### src/rtl/bp_pkg.sv
// Shared helpers for the gshare predictor: counter init/saturation math
// and the taken/not-taken encodings.
package bp_pkg;

    localparam logic BP_TAKEN     = 1'b1;
    localparam logic BP_NOT_TAKEN = 1'b0;

    // Weakly not-taken: MSB clear, all lower bits set.
    function automatic logic [31:0] bp_ctr_init(input int ctr_w);
        return (32'd1 << (ctr_w - 1)) - 32'd1;
    endfunction

    // Increment, holding at the all-ones value for a ctr_w-bit counter.
    function automatic logic [31:0] sat_inc(input logic [31:0] v, input int ctr_w);
        logic [31:0] max_v;
        max_v = (32'd1 << ctr_w) - 32'd1;
        return (v >= max_v) ? v : v + 32'd1;
    endfunction

    // Decrement, holding at zero.
    function automatic logic [31:0] sat_dec(input logic [31:0] v);
        return (v == 32'd0) ? v : v - 32'd1;
    endfunction

endpackage

### src/rtl/bp_pht.sv
// Pattern history table: 2**HIST_W saturating counters with one
// combinational read port and one synchronous train port.
module bp_pht
    import bp_pkg::*;
#(
    parameter int HIST_W = 6,
    parameter int CTR_W  = 2
) (
    input  logic              clk,
    input  logic              reset,
    input  logic [HIST_W-1:0] rd_idx,
    output logic [CTR_W-1:0]  rd_ctr,
    input  logic              train_en,
    input  logic [HIST_W-1:0] train_idx,
    input  logic              train_taken
);

    localparam int DEPTH = 2 ** HIST_W;
    localparam logic [CTR_W-1:0] CTR_INIT = CTR_W'(bp_ctr_init(CTR_W));

    logic [CTR_W-1:0] pht [DEPTH];

    // Read sees the pre-train value of the entry; there is no bypass.
    assign rd_ctr = pht[rd_idx];

    // Train one counter per cycle; reset reloads every entry.
    // NOTE: sequential state uses <= so every read in this edge sees the
    // old value; the array is a register file (not a RAM macro), so
    // resetting each entry here is legal and is what the predictor needs.
    always_ff @(posedge clk) begin
        if (reset) begin
            for (int i = 0; i < DEPTH; i++) begin
                pht[i] <= CTR_INIT;
            end
        end else if (train_en) begin
            if (train_taken == BP_TAKEN) begin
                pht[train_idx] <= CTR_W'(sat_inc(32'(pht[train_idx]), CTR_W));
            end else begin
                pht[train_idx] <= CTR_W'(sat_dec(32'(pht[train_idx])));
            end
        end
    end

endmodule

### src/rtl/bp_gshare_ckpt.sv
// Gshare direction predictor for the fetch stage. Holds the speculative
// global history, its checkpoint-based recovery, and perf counters.
module bp_gshare_ckpt
    import bp_pkg::*;
#(
    parameter int HIST_W  = 6,
    parameter int CTR_W   = 2,
    parameter int EIP_LSB = 0,
    parameter int PERF_W  = 16
) (
    input  logic              clk,
    input  logic              reset,
    input  logic [31:0]       eip,
    input  logic              is_BR,
    input  logic              LD,
    input  logic              prev_is_BR,
    input  logic              prev_BR_result,
    input  logic [HIST_W-1:0] prev_BR_alias,
    input  logic [HIST_W-1:0] prev_BR_ghr,
    input  logic              prev_BR_mispred,
    output logic              prediction,
    output logic [HIST_W-1:0] BP_alias,
    output logic [HIST_W-1:0] GBHR,
    output logic [PERF_W-1:0] perf_br,
    output logic [PERF_W-1:0] perf_mispred
);

    logic [HIST_W-1:0] ghr_q;
    logic [HIST_W-1:0] ghr_d;
    logic [CTR_W-1:0]  rd_ctr;
    logic [PERF_W-1:0] perf_br_q;
    logic [PERF_W-1:0] perf_mispred_q;
    logic              recover;

    // Only a slice of eip and the low history bits of the checkpoint
    // feed the logic; fold the rest here so they read as intentionally unused.
    logic unused_bits;
    assign unused_bits = ^{eip, prev_BR_ghr[HIST_W-1]};

    assign BP_alias     = eip[EIP_LSB +: HIST_W] ^ ghr_q;
    assign prediction   = rd_ctr[CTR_W-1] ? BP_TAKEN : BP_NOT_TAKEN;
    assign GBHR         = ghr_q;
    assign perf_br      = perf_br_q;
    assign perf_mispred = perf_mispred_q;

    // A mispredict flag is meaningful only alongside a resolved branch.
    assign recover = prev_is_BR & prev_BR_mispred;

    bp_pht #(
        .HIST_W (HIST_W),
        .CTR_W  (CTR_W)
    ) u_pht (
        .clk         (clk),
        .reset       (reset),
        .rd_idx      (BP_alias),
        .rd_ctr      (rd_ctr),
        .train_en    (prev_is_BR),
        .train_idx   (prev_BR_alias),
        .train_taken (prev_BR_result)
    );

    // History next-state: checkpoint recovery beats speculative shift.
    // NOTE: ghr_d gets a default before the if-chain so every path assigns
    // it and no latch is inferred.
    always_comb begin
        ghr_d = ghr_q;
        if (recover) begin
            ghr_d = {prev_BR_ghr[HIST_W-2:0], prev_BR_result};
        end else if (LD && is_BR) begin
            ghr_d = {ghr_q[HIST_W-2:0], prediction};
        end
    end

    // History register.
    always_ff @(posedge clk) begin
        if (reset) begin
            ghr_q <= '0;
        end else begin
            ghr_q <= ghr_d;
        end
    end

    // Saturating perf counters; they stick at all-ones instead of wrapping.
    always_ff @(posedge clk) begin
        if (reset) begin
            perf_br_q      <= '0;
            perf_mispred_q <= '0;
        end else begin
            if (prev_is_BR && (perf_br_q != '1)) begin
                perf_br_q <= perf_br_q + PERF_W'(1);
            end
            if (recover && (perf_mispred_q != '1)) begin
                perf_mispred_q <= perf_mispred_q + PERF_W'(1);
            end
        end
    end

endmodule

### config.mk
export PLATFORM = sky130hd
export DESIGN_NAME = bp_gshare_ckpt
export DESIGN_NICKNAME = d
export VERILOG_FILES = /design/src/rtl/bp_pkg.sv /design/src/rtl/bp_pht.sv /design/src/rtl/bp_gshare_ckpt.sv
export SDC_FILE = /design/constraint.sdc
export NUM_CORES = 1
export LEC_CHECK = 0
export CORE_MARGIN = 3
export CORE_UTILIZATION = 50
export CTS_BUF_LIST = sky130_fd_sc_hd__clkbuf_16
export DETAILED_ROUTE_END_ITERATION = 10
export PLACE_DENSITY = 0.72
export SLEW_MARGIN = 20
export SYNTH_ARGS = -nofsm -noshare
export SYNTH_HDL_FRONTEND = slang
export SYNTH_SLANG_ARGS = --single-unit
### constraint.sdc
create_clock -name clk -period 3.1 [get_ports clk]
set_input_delay 0.775 -clock clk [delete_from_list [all_inputs] [get_ports clk]]
set_output_delay 0.775 -clock clk [all_outputs]
set_load 0.02 [all_outputs]
==> reports/results.ini <==
[critical_path]
cp.arrival_ns = 2.55
crit_start = eip[0]
r2r_slack_ns = 0.36
crit_type = in2out
r2r-start = u_pht.pht[51][1]$_SDFFCE_PN0P_
start_kind = primary input
cp-end-kind = primary output
crit_fanout = 5
cp.required_ns = 2.32

[synth]
ys_ff_latch = 166
yosys.area.top_type = edfxtp_1
async_flop_share_pct = 0
synth_top_area_share_pct = 41.6
synthesis.nets = 859
avgSynthCellArea_sq_um = 11.5
yosysWarnings = 0
synth_edf_count = 128
syn_area_sq_um = 9240
ys_types = 61
synthesis.instances = 806
ys_seq_area_share_pct = 49.8
yosys-top-cells-area = edfxtp_1 (42%), mux4_2 (8.5%), dfxtp_1 (8.2%)
synthFlopType = edfxtp_1

[floorplan]
die_w_microns = 142
die_area_sq_um = 20100
initial_core_util_pct = 51.1
die_y_microns = 142
io_pins = 96
rows = 49
design.core.area_sq_um = 18100

[status]
violations = negative setup slack
status = complete, but fails checks

[sta]
min_period_over_period_pct = 107
setup_slack_ns = -0.225
fin_worst_skew_ns = 0.0120
setup_viol_count_final = 1
finalCriticalPeriod_ns = 3.33
slew_violations = 0
slew_headroom_pct = 28.7
grt_setup_unrepaired = true
tightest_slew_ns = 1.07
max_freq_mhz = 301
hold_viol = 0

[global_route]
grt-ovfl-total = 0
grt_max_degree = 103
grt_pass1_wl_mm = 38.7
grt_pass1_vias = 6946
grt_usage_pct = 25.2
antenna_found_initial = 0

[detailed_routing]
drt_wl_total_mm = 25.1
drt-initial-drc-count = 728
drc = 0
drt-wirelength-per-cell_microns = 21.1
via_count = 7094
antenna_left = 0
drt_first_pass_iters = 6
vias_per_cell = 5.98

[clock_tree]
clockBufferDepth = 2
cts_made_buffers = 17
root_buffer = clkbuf_16
insertion_delay_ns = 0.44
htree_num_levels = 4
numClockSinks = 166
path_clk_slew_ns = 0.07
cts_tree = built

[placed_design]
pre_cts_slack_ns = -1.18
dpl.hpwl_mm = 17.5
gp_congestion = 0.969
dp_cells = 1147
io_buffers = 68

[run]
maxCapViolCount = 0

[finish]
ff_latch_area_sq_um = 4600
area_growth_pct = 23.6
num_antenna_cells = 0
layout_common_cells = edfxtp_1 (128), buf_4 (105), nor2_1 (101)
final_common_cell = edfxtp_1
instances_no_fill = 1186
nFillCells = 1412
multi_input_area_sq_um = 4200
fin_nets = 997
final_layout_size_suffix_gt1_share_pct = 27.8

[worst_hold_path]
hold_start = GBHR[3]$_SDFFE_PP0P_
hold_path.class = reg2reg

[power]
power.density_nw_per_um2 = 484
leakagePower_nw = 3.92
vdd_ir_drop_max_mv = 0.451

-- where the power goes --
| group | switching [mW] | total, mW | internal (mW) | leakage [nW] |
|---|---|---|---|---|
| registers | 0.0470 | 2.48 | 2.43 | 1.42 |
| clock network | 0.988 | 2.10 | 1.11 | 0.291 |
| logic | 0.502 | 0.946 | 0.444 | 2.21 |
-- state kept, by name, indices dropped and copies added (netlist names) --
signal        cells
u_pht.pht       128
perf_br          16
perf_mispred     16
GBHR              6
-- cell type report --
class / instances / share of cell area [%]
flip-flops and latches: 166 / 40.3
repair buffers: 186 / 15.1
well taps: 229 / 2.51
inverters: 6 / 0.208
clock inverters: 14 / 1.12
clock buffers: 18 / 3.94
multi-input cells: 567 / 36.8
-- synthesized netlist by cell type (3+ instances only) --
cell,n
buf_2,4
a21o_1,13
o21bai_1,7
and3_1,9
a311oi_1,5
nand3_1,74
or3_1,3
and2_1,5
nor3_1,11
buf_6,18
nand3b_1,8
a21oi_1,5
nor2b_1,9
nand2_1,71
dfxtp_1,38
nor2_1,101
clkbuf_1,30
xnor2_1,13
buf_4,8
nor4_1,3
and4_1,3
nor3_2,35
mux4_1,5
nand2b_1,38
mux4_2,35
nand4_1,9
o22ai_1,6
buf_1,7
inv_1,5
o21ai_0,3
or2_2,20
mux2i_1,24
edfxtp_1,128
xor2_1,20
-- per-layer routing --
layer | wire [microns] | part of all wire [%] | global-route usage [%] | vias up
li1 | - | - | - | 3219
met1 | 10600 | 42 | 35.5 | 3486
met2 | 11700 | 47 | 39.0 | 342
met3 | 2120 | 8.5 | 5.12 | 47
met4 | 631 | 2.5 | 9.49 | 0
met5 | 0 | 0 | 0 | -
-- metrics by stage --
step	instance area [sq um]	power (mW)	setup TNS [ns]	util [%]	hold WS, ns
final	11400	5.52	-0.225	63.2	0.530
after detailed placement	10700	3.41	-37.16	59.3	0.518
after CTS	11400	5.53	-0.229	63.2	0.528
after global placement	10700	3.40	-34.10	59.3	0.515
after floorplan	9240	3.07	0	-	0.579
after global routing	11400	5.67	-0.268	63.2	0.557
-- cells by family after synthesis --
| kind of cell | Yosys count | share of synthesized area, % |
|---|---|---|
| adder cells (fa/ha/maj) | 4 | 0.515 |
| flip-flops | 166 | 49.8 |
| AO/OA/AOI/OAI | 55 | 4.65 |
| XOR/XNOR | 35 | 3.60 |
| multiplexers | 66 | 12.8 |
| AND/OR/NAND/NOR | 407 | 23.7 |
| buffers and inverters | 73 | 4.81 |
-- worst max-delay path, stage by stage --
cell and delay (ns):
buf_8 0.10, xnor2_4 0.20, buf_12 0.16, buf_4 0.13, mux4_2 0.51, a31oi_1 0.20
nand3_1 0.10, nor2_1 0.13, nor2_1 0.08, buf_4 0.16
-- repair_timing --
action                                  4_1_cts  5_1_grt
gates resized for setup                      22        6
endpoints found under the setup margin        4       37
buffers inserted                              5        1
cloned                                        2        0
pin swaps                                    10        9
hold buffers                                  0        0
-- final timing paths --
kind,cells past startpoint,end
worst min register to register,2,GBHR[3]$_SDFFE_PP0P_
worst max-delay path,10,prediction
worst max register to register,7,u_pht.pht[55][0]$_SDFFCE_PN1P_
worst min-delay path,2,GBHR[3]$_SDFFE_PP0P_
(Power assumes the default switching activity.)
==> variant (config.mk and constraints unchanged) <==
Reset style: asynchronous (`reset`), changed in 3 clocked blocks.
--- a/src/rtl/bp_pht.sv
+++ b/src/rtl/bp_pht.sv
@@ -29,3 +29,3 @@
     // resetting each entry here is legal and is what the predictor needs.
-    always_ff @(posedge clk) begin
+    always_ff @(posedge clk or posedge reset) begin
         if (reset) begin
--- a/src/rtl/bp_gshare_ckpt.sv
+++ b/src/rtl/bp_gshare_ckpt.sv
@@ -74,3 +74,3 @@
     // History register.
-    always_ff @(posedge clk) begin
+    always_ff @(posedge clk or posedge reset) begin
         if (reset) begin
@@ -83,3 +83,3 @@
     // Saturating perf counters; they stick at all-ones instead of wrapping.
-    always_ff @(posedge clk) begin
+    always_ff @(posedge clk or posedge reset) begin
         if (reset) begin
Formal check against the unedited RTL: not equivalent (Yosys sat finds a counterexample within 4 cycles, from zero or initial values and one cycle with reset high; the reset may be asserted at any time).
==> variant against the original RTL <==
- the run still ends with setup timing left
- area after synthesis down 4.8%
- final area up 5.3%
- worst setup slack lost 0.38 ns
- die area decreased by 4.6%
- clock skew increased by 0.0013 ns
- wire length is 14% higher
- sequential cell count stayed put
- highest routed layer unchanged
Power is not compared: it rests on default switching activity, and its combinational part moved more than twofold at a synthesized area within 25%.
==> variant: results (changes against the original RTL) <==
metric,value,unit,change
worst flop-to-flop path startpoint,u_pht.pht[60],,
vias in the first global route,7467,,+7.5%
routed wl met3,2600,µm,+23%
hold path start,perf_mispred[11],,
routed length on met2,13000,µm,+11%
"top cells by area, synth","dfrtp_1, dfstp_2, mux2_2",,
Worst path max stage delay,0.49,ns,-0.02 ns
IO Port Bufs,68,,unchanged
first-pass GRT wire length,42900,µm,+11%
met3 usage in global routing,0.0776,,+0.0264
Synth Flop Type,dfrtp_1,,
DRC marker count from the first detailed-route iteration,826,,+13%
detailed placement HPWL,18400,µm,+4.8%
total number of vias,7339,,+3.5%
"CP delay by family, top",multiplexers,,
n_diodes,0,,unchanged
PnR worst setup slack,-0.602,ns,-0.377 ns
share of cells above drive strength 1,0.475,,+0.197
peak supply drop,0.000560,V,
pre-CTS setup slack,-1.39,ns,-0.215 ns
Avg Vias per Cell,6.30,,+5.4%
Worst R2R Path Depth,9,,+2
met2 usage,0.447,,+0.0571
largest net degree at the start of global routing,87,,-16%
synth unique cells,62,,+1.6%
failing checks,setup timing,,
commonest cells in the synthesized netlist,"mux2_2, dfrtp_1, dfstp_2, nor2_1, nand2_1",,
nets,984,,-1.3%
Met1 Wirelength,11700,µm,+10%
"critical path fanouts, max",7,,+2
reg2reg end,u_pht.pht[9],,
hold depth,1,,-1
outcome,finished with violations,,
crit path DAT,2.93,ns,+0.38 ns
met1 Use GR,0.388,,+0.0333
DR WL/cell,24.4,µm,+16%
overall routing resource usage,0.286,,+0.0339
Placed Instance Area,0.0106,mm²,-0.91%
"Avg Cell Area, Syn",12.0,µm²,+4.7%
1st-pass router iterations,5,,-1
Worst Hold Endpoint,perf_mispred[11],,
syn_nets,786,,-8.5%
cell leakage power,5.27,nW,
sequential-to-total area share from yosys stat,0.482,,-0.0169
Final GP Congestion,0.956,,-1.4%
async set-reset flop share out of synthesis,1.00,,+1.00
final setup fails,102,,+101
reg2reg setup slack,0.14,ns,-0.22 ns
htree depth,4,,unchanged
skew final,0.0133,ns,+0.00126 ns
Cells after DPL,1101,,-4.0%
Final Hold Slack,0.486,ns,-0.0434 ns
Setup Total Neg Slack,-10.15,ns,-9.93 ns
Worst Setup SP,GBHR[0],,
==> variant: layout make-up <==
cell class | count | area [µm²]
Clock buffer | 17 | 425
Clock inverter | 15 | 181
Fill cell | 1082 | 4850
Inverter | 8 | 33.8
Multi-Input combinational cell | 516 | 4590
Sequential cell | 166 | 4230
Tap cell | 220 | 275
Timing Repair Buffer | 222 | 2300
==> variant: cells by family (layout without fill, tap and decap cells) <==
| family | after synthesis | in the layout | share of synthesized area |
|---|---|---|---|
| adders and majority gates | 4 | 4 | 0.00526 |
| xor gates and xnor gates | 36 | 36 | 0.0359 |
| muxes | 185 | 185 | 0.257 |
| DFF | 166 | 166 | 0.482 |
| and+or+nand+nor | 202 | 202 | 0.110 |
| AOI/OAI and AO/OA | 89 | 89 | 0.0781 |
| buffers and inverters | 51 | 262 | 0.0324 |
==> variant: what timing repair did <==
item	CTS	global route
setup endpoints to repair	131	131
gates cloned	7	4
resized for setup	79	21
setup buffers	18	5
pin swaps	12	4
